## config.mk

```make
export PLATFORM = sky130hd
export DESIGN_NAME = ahb_master_arbiter
export DESIGN_NICKNAME = d
export VERILOG_FILES = /design/src/rtl/ahb_master_arbiter.sv
export SDC_FILE = /design/constraint.sdc
export NUM_CORES = 1
export LEC_CHECK = 0
export CORE_AREA = 5 5 129 131
export DETAILED_ROUTE_END_ITERATION = 10
export DIE_AREA = 0 0 134 136
export GPL_ROUTABILITY_DRIVEN = 0
export GPL_TIMING_DRIVEN = 0
export PLACE_DENSITY_LB_ADDON = 0.25
export REMOVE_ABC_BUFFERS = 1
export SKIP_CTS_REPAIR_TIMING = 1
export SLEW_MARGIN = 20
export SYNTH_ARGS = -nofsm -noshare
export SYNTH_HDL_FRONTEND = slang
export SYNTH_SLANG_ARGS = --single-unit
```

## constraint.sdc

```tcl
create_clock -name clk -period 1.01 [get_ports clk]
set_input_delay 0.202 -clock clk [delete_from_list [all_inputs] [get_ports clk]]
set_output_delay 0.202 -clock clk [all_outputs]
set_load 0.05 [all_outputs]
```

## src/rtl/ahb_master_arbiter.sv

```systemverilog
// Two-master AHB arbiter sharing one core-side bus port between fetch (m0) and load/store (m1).
// Latency: a request from the non-owner reaches the bus one cycle after it is raised; the owner's request passes through combinationally.
// Backpressure: masters are held with hready=0 unless they own the address or data phase; no state moves while slv_hready_i=0.
//
// Ports:
//   clk, rst                 core clock, synchronous active-high reset
//   mK_* (K=0,1)             AHB master-side inputs (address/control/write data) and hready/hresp/hrdata outputs
//   slv_*                    AHB bus side: muxed address/control/write data out, ready/response/read data in
//   grant_o                  current address-phase owner
module ahb_master_arbiter #(
    parameter int HADDR_W     = 32,
    parameter int HDATA_W     = 32,
    parameter bit DEFAULT_MST = 1'b0
) (
    input  logic               clk,
    input  logic               rst,
    // master 0: instruction fetch
    input  logic               m0_hsel_i,
    input  logic [1:0]         m0_htrans_i,
    input  logic [HADDR_W-1:0] m0_haddr_i,
    input  logic [HDATA_W-1:0] m0_hwdata_i,
    input  logic               m0_hwrite_i,
    input  logic [2:0]         m0_hsize_i,
    input  logic [2:0]         m0_hburst_i,
    input  logic [3:0]         m0_hprot_i,
    input  logic               m0_hmastlock_i,
    input  logic               m0_priority_i,
    output logic               m0_hready_o,
    output logic               m0_hresp_o,
    output logic [HDATA_W-1:0] m0_hrdata_o,
    // master 1: load/store
    input  logic               m1_hsel_i,
    input  logic [1:0]         m1_htrans_i,
    input  logic [HADDR_W-1:0] m1_haddr_i,
    input  logic [HDATA_W-1:0] m1_hwdata_i,
    input  logic               m1_hwrite_i,
    input  logic [2:0]         m1_hsize_i,
    input  logic [2:0]         m1_hburst_i,
    input  logic [3:0]         m1_hprot_i,
    input  logic               m1_hmastlock_i,
    input  logic               m1_priority_i,
    output logic               m1_hready_o,
    output logic               m1_hresp_o,
    output logic [HDATA_W-1:0] m1_hrdata_o,
    // AHB bus side
    output logic               slv_hsel_o,
    output logic [1:0]         slv_htrans_o,
    output logic [HADDR_W-1:0] slv_haddr_o,
    output logic [HDATA_W-1:0] slv_hwdata_o,
    output logic               slv_hwrite_o,
    output logic [2:0]         slv_hsize_o,
    output logic [2:0]         slv_hburst_o,
    output logic [3:0]         slv_hprot_o,
    output logic               slv_hmastlock_o,
    input  logic               slv_hready_i,
    input  logic               slv_hresp_i,
    input  logic [HDATA_W-1:0] slv_hrdata_i,
    output logic               grant_o
);

    localparam logic [1:0] HTRANS_IDLE   = 2'b00;
    localparam logic [1:0] HTRANS_NONSEQ = 2'b10;

    // Address-phase bundle, muxed as one unit by grant.
    typedef struct packed {
        logic               hsel;
        logic [1:0]         htrans;
        logic [HADDR_W-1:0] haddr;
        logic               hwrite;
        logic [2:0]         hsize;
        logic [2:0]         hburst;
        logic [3:0]         hprot;
        logic               hmastlock;
    } hctl_t;

    hctl_t m0_ctl;
    hctl_t m1_ctl;
    hctl_t bus_ctl;

    logic grant;     // address-phase owner
    logic last_win;  // previous arbitration winner, for round robin
    logic dph_vld;   // a transfer is in its data phase
    logic dph_own;   // owner of that data phase
    logic req0;
    logic req1;
    logic lock_hold;
    logic winner;

    assign m0_ctl = {m0_hsel_i, m0_htrans_i, m0_haddr_i, m0_hwrite_i,
                     m0_hsize_i, m0_hburst_i, m0_hprot_i, m0_hmastlock_i};
    assign m1_ctl = {m1_hsel_i, m1_htrans_i, m1_haddr_i, m1_hwrite_i,
                     m1_hsize_i, m1_hburst_i, m1_hprot_i, m1_hmastlock_i};

    assign req0 = m0_hsel_i & (m0_htrans_i == HTRANS_NONSEQ);
    assign req1 = m1_hsel_i & (m1_htrans_i == HTRANS_NONSEQ);

    // Address phase: pass the granted master straight through, but never
    // present a live transfer while reset is held.
    always_comb begin
        bus_ctl = grant ? m1_ctl : m0_ctl;
        if (rst) begin
            bus_ctl.hsel   = 1'b0;
            bus_ctl.htrans = HTRANS_IDLE;
        end
    end

    assign slv_hsel_o      = bus_ctl.hsel;
    assign slv_htrans_o    = bus_ctl.htrans;
    assign slv_haddr_o     = bus_ctl.haddr;
    assign slv_hwrite_o    = bus_ctl.hwrite;
    assign slv_hsize_o     = bus_ctl.hsize;
    assign slv_hburst_o    = bus_ctl.hburst;
    assign slv_hprot_o     = bus_ctl.hprot;
    assign slv_hmastlock_o = bus_ctl.hmastlock;

    // Data phase follows the registered owner, so a handover overlaps the
    // new owner's address with the old owner's write data.
    assign slv_hwdata_o = dph_own ? m1_hwdata_i : m0_hwdata_i;
    assign m0_hresp_o   = dph_vld & ~dph_own & slv_hresp_i;
    assign m1_hresp_o   = dph_vld &  dph_own & slv_hresp_i;
    assign m0_hrdata_o  = slv_hrdata_i;
    assign m1_hrdata_o  = slv_hrdata_i;

    // A master may proceed only while it owns the address or data phase;
    // during reset both are released so they do not stall on a dead bus.
    assign m0_hready_o = rst | (slv_hready_i & (~grant | (dph_vld & ~dph_own)));
    assign m1_hready_o = rst | (slv_hready_i & ( grant | (dph_vld &  dph_own)));

    assign grant_o = grant;

    // Arbitration: a locked owner keeps the bus; otherwise a single requester
    // wins, a tie goes to higher priority, then alternates; idle parks.
    always_comb begin
        lock_hold = grant ? (m1_hmastlock_i & m1_hsel_i) : (m0_hmastlock_i & m0_hsel_i);
        winner    = grant;
        if (req0 & req1) begin
            winner = (m0_priority_i != m1_priority_i) ? m1_priority_i : ~last_win;
        end else if (req0) begin
            winner = 1'b0;
        end else if (req1) begin
            winner = 1'b1;
        end
    end

    always_ff @(posedge clk) begin
        if (rst) begin
            grant    <= DEFAULT_MST;
            last_win <= DEFAULT_MST;
            dph_vld  <= 1'b0;
            dph_own  <= 1'b0;
        end else if (slv_hready_i) begin
            dph_vld <= grant ? req1 : req0;
            dph_own <= grant;
            if (!lock_hold) begin
                grant <= winner;
                if (req0 | req1) begin
                    last_win <= winner;
                end
            end
        end
    end

endmodule

```

-- After elaboration in Yosys (flattened, before gate mapping)
Cells that the tools add are included.
- output and inout port bits: 148
- word-level logic and storage cells: 38
- ROM bits: 0
- memories: 0
- bits in latches: 0
- input port bits: 196
- memory bits (writable): 0
- register bits after elaboration: 4
- shifts and indexed selects: 0
- multiply operators: 0
- multiplexer cells: 9
- add/subtract/negate cells: 0
- $lt $le $gt $ge: 0
- bitwise operators: 20
- eq/ne operators: 3
- div/mod/pow operators: 0
- reduce and logical (&&, ||, !) cells: 2
- operator list (operator ; number):
    47-bit 2-to-1 mux ; 1
    32-bit 2-to-1 mux ; 1
    1-bit bitwise AND ; 11
    1-bit 2-to-1 mux ; 6
    1-bit OR ; 5
    2-bit == test, second input constant ; 2
    1-bit NOT ; 4
    3-bit 2-to-1 mux ; 1
    3-bit AND reduction ; 1
    2-bit AND reduction ; 1
    1-bit inequality test ; 1

-- Longest topological paths before layout
- depth in word-level cells: 5
- gate-level depth with buffers: 5
- mapped depth without buffers: 4

-- Worst setup path after synthesis
Ideal clock, no wire load.
- path kind: flip-flop to output port
- from: reg grant (netlist: grant_o)
- to: out m1_hready_o
- cell stages (with the launch flop): 5
- buffers on the path: 2
- data required time: 0.808 ns
- data arrival time: 2.131 ns
- slack: -1.323 ns
- path through: dfxtp_1 buf_6 buf_6 a21oi_1 o21ai_0
- cells in the longest elaborated chain, start to end: 3
- RTL lines (what ; line ; source):
    start: declaration ; 80 ; logic grant;
    start signal: assignment ; 155 ; grant <= winner;
    1-bit OR ; 127 ; assign m1_hready_o = rst | (slv_hready_i & ( grant | (dph_vld & dph_own)));
    1-bit bitwise AND ; 127 ;
    1-bit OR ; 127 ;
    end: declaration ; 42 ; output logic m1_hready_o,
No other way between the ends.

-- Worst setup path in the final report
- from: reg grant (netlist: grant_o)
- to: out slv_haddr_o[23]
- cells in the longest elaborated chain, start to end: 1
- RTL lines (what ; line ; source):
    47-bit 2-to-1 mux ; 100 ; bus_ctl = grant ? m1_ctl : m0_ctl;
    end: declaration ; 48 ; output logic [HADDR_W-1:0] slv_haddr_o,
No other way between the ends.

==> run metrics <==
final instance area=4370 um2; Num Clock Sinks=4; TritonCTS Buffers=3; Critical R2R Launch=grant_o; r2r endpoint=grant_o; area growth from synthesis to layout=146%; vias in the first global route=2224; Seq/Total Area, Yosys=0.0450; clock group share of total power=0.194; Setup crit start=grant_o; Min-Delay Path Class=input pin to flop; Non-Filler Instances=574; Cell Int Power=1.94 mW; routed len/inst=26.9 um; grt ovf=0; Slowest-stage cell, CP=dfxtp_4; CP max stage delay=390 ps; Hold Path Depth=2; DR iter-0 viols=34; n_diodes=0; All-Layer GR Usage=0.143; Fmax=624 MHz; CTS tree=done; Hold Vio Cnt, Final=0; Sw Share=0.420; CP endpoint kind=output port; Root Driver=clkbuf_16; CP Launch Type=flop; # placed instances=562; worst slack at placement=-1190 ps; Slew @ Worst Pin=505 ps; EDFF count, synth=0; RSZ-0062 raised after global routing=yes; Slew Limit Fails=0; asr flop ratio synth=0; final period utilization=1.59; filler cell count=1619; Reg clk slew, reported paths=30 ps; Logic pwr share=0.753; I/O Pins=344; Sequential Power Share=0.053; Remaining DRCs=0; Sum Neg Setup Slack=-42680 ps; Yosys cell types=21; hold_sp=rst; WP buf/inv=2; initial antenna violation count=1; Site Rows=46; clock skew=4.44 ps; Die Y=136 um; routed vias=2232; Worst R2R Setup Slack=-180 ps; Hold Path End=dph_vld; Antenna Nets Post-Route=0; largest net degree at the start of global routing=58; Post-Syn Area=1780 um2; Layout Nets=579; crit path cell chain=buf_12 > mux2_2 > buf_2; Pre-antenna DRT Iters=5; Longest Clk Path Bufs=2; Final min period=1600 ps; Peak VDD IR=0.989 mV; commonest register cell after synthesis=dfxtp_1; clock latency on the worst-skew pair=230 ps; Worst Reg-to-Reg Cells=4; final wirelength=15.4 mm; Post-DP HPWL=13.2 mm; Tot Pwr=3.34 mW; Mapped Avg Cell Area=9.03 um2; failing checks=setup timing; die width=134 um; max-cap viol count=0; Pwr Density=765 nW/um2; Final Core Density=0.282; placed inst area=3930 um2; Hold WS=339 ps; # port buffers=247; Worst slew margin=0.663; full die area=18200 um2; Net Sw Power=1.40 mW; Ys Warns=0; Worst Path Required=810 ps; via/cell ratio=3.89; P_leak=1.90 nW; H-Tree Depth=1; Syn Inst Count=197; Yosys reg bits=4; Initial Util=0.115; core outline area=15500 um2; first-pass GRT wire length=18.1 mm; Final setup viols=87; crit path DAT=1400 ps; worst setup margin=-592 ps; CP top delay family=buffers and inverters; layout cell share with drive strength beyond 1=0.474; crit-path max FO=28; critical path type=flop to output port; status=complete, but fails checks
-- Yosys cell counts (2+ instances only) --
cell type / n / share of area
nand3b_1: 2 / 0.0084
o211a_1: 2 / 0.011
inv_1: 5 / 0.011
o21ai_0: 3 / 0.0084
dfxtp_1: 4 / 0.045
a21oi_1: 4 / 0.011
buf_4: 65 / 0.27
mux2i_1: 4 / 0.023
nand2_1: 7 / 0.015
nor2_1: 7 / 0.015
buf_6: 9 / 0.057
mux2_2: 76 / 0.48
-- area by class of cell --
class / instances / area [um2] / area share
Timing Repair Buffer: 256 / 2670 / 0.611
Multi-Input combinational cell: 113 / 1270 / 0.291
Clock buffer: 4 / 78.8 / 0.0180
Tap cell: 192 / 240 / 0.0550
Inverter: 5 / 18.8 / 0.00430
Sequential cell: 4 / 88.8 / 0.0203
-- kinds of logic (layout without fill, tap and decap cells) --
group | after synthesis | count (layout) | share of synthesized area
simple gates | 20 | 20 | 0.0549
compound gates | 12 | 12 | 0.0457
flops | 4 | 4 | 0.0450
fa+ha+maj | 1 | 1 | 0.00633
buf+inv | 80 | 265 | 0.345
mux | 80 | 80 | 0.504
-- worst max-delay path by stage --
stage / depth (start not counted) / slack, ps / endpoint
CTS: 3 / -1430 / slv_hwdata_o[20]
detailed placement: 3 / -1190 / slv_hwdata_o[20]
floorplan: 2 / -2170 / m1_hready_o
finish: 3 / -590 / slv_haddr_o[23]
global route: 3 / -620 / slv_haddr_o[21]
global placement: 2 / -2430 / slv_haddr_o[6]
-- sequential cells by signal, indices dropped and copies added (netlist names) --
| register | cells |
|---|---|
| dph_vld | 1 |
| grant_o | 1 |
| last_win | 1 |
| dph_own | 1 |
-- worst reg2reg max path, cell delays in order (launching register included) --
cell and delay (ps):
dfxtp_4 390, buf_12 200, nand3_1 100, o211a_1 170
a31o_1 220
-- power groups by stage --
| stage | Clock (mW) | Combinational, mW | Sequential [mW] |
|---|---|---|---|
| 2_1_floorplan | 0 | 1.16 | 0.216 |
| 3_3_place_gp | 0 | 2.28 | 0.225 |
| 3_5_place_dp | 0 | 2.29 | 0.222 |
| 4_1_cts | 0.655 | 2.30 | 0.219 |
| 5_1_grt | 0.670 | 2.62 | 0.179 |
| 6_report | 0.648 | 2.52 | 0.178 |
-- per-layer routing --
metal	global-route usage	wire (um)	up-vias
met2	0.252	7780	213
met1	0.117	4390	1020
li1	-	-	987
met3	0.138	3080	8
met4	0.0143	57	4
met5	0.0500	107	-
-- cell usage in the layout (no fill, tap or decap), types with 2 or more instances in the layout --
cell,count
buf_8,8
buf_6,53
dlymetal6s2s_1,9
buf_4,4
o211a_1,2
clkdlybuf4s50_1,155
a21oi_1,3
mux2_4,44
inv_1,5
mux2_2,32
nand3b_1,2
buf_12,4
mux2i_1,3
buf_2,20
o21ai_1,2
buf_16,2
o21ai_0,2
dfxtp_4,2
nand2_1,7
clkbuf_16,4
nor2_1,6
No activity file was read; power rests on OpenSTA's default activity.
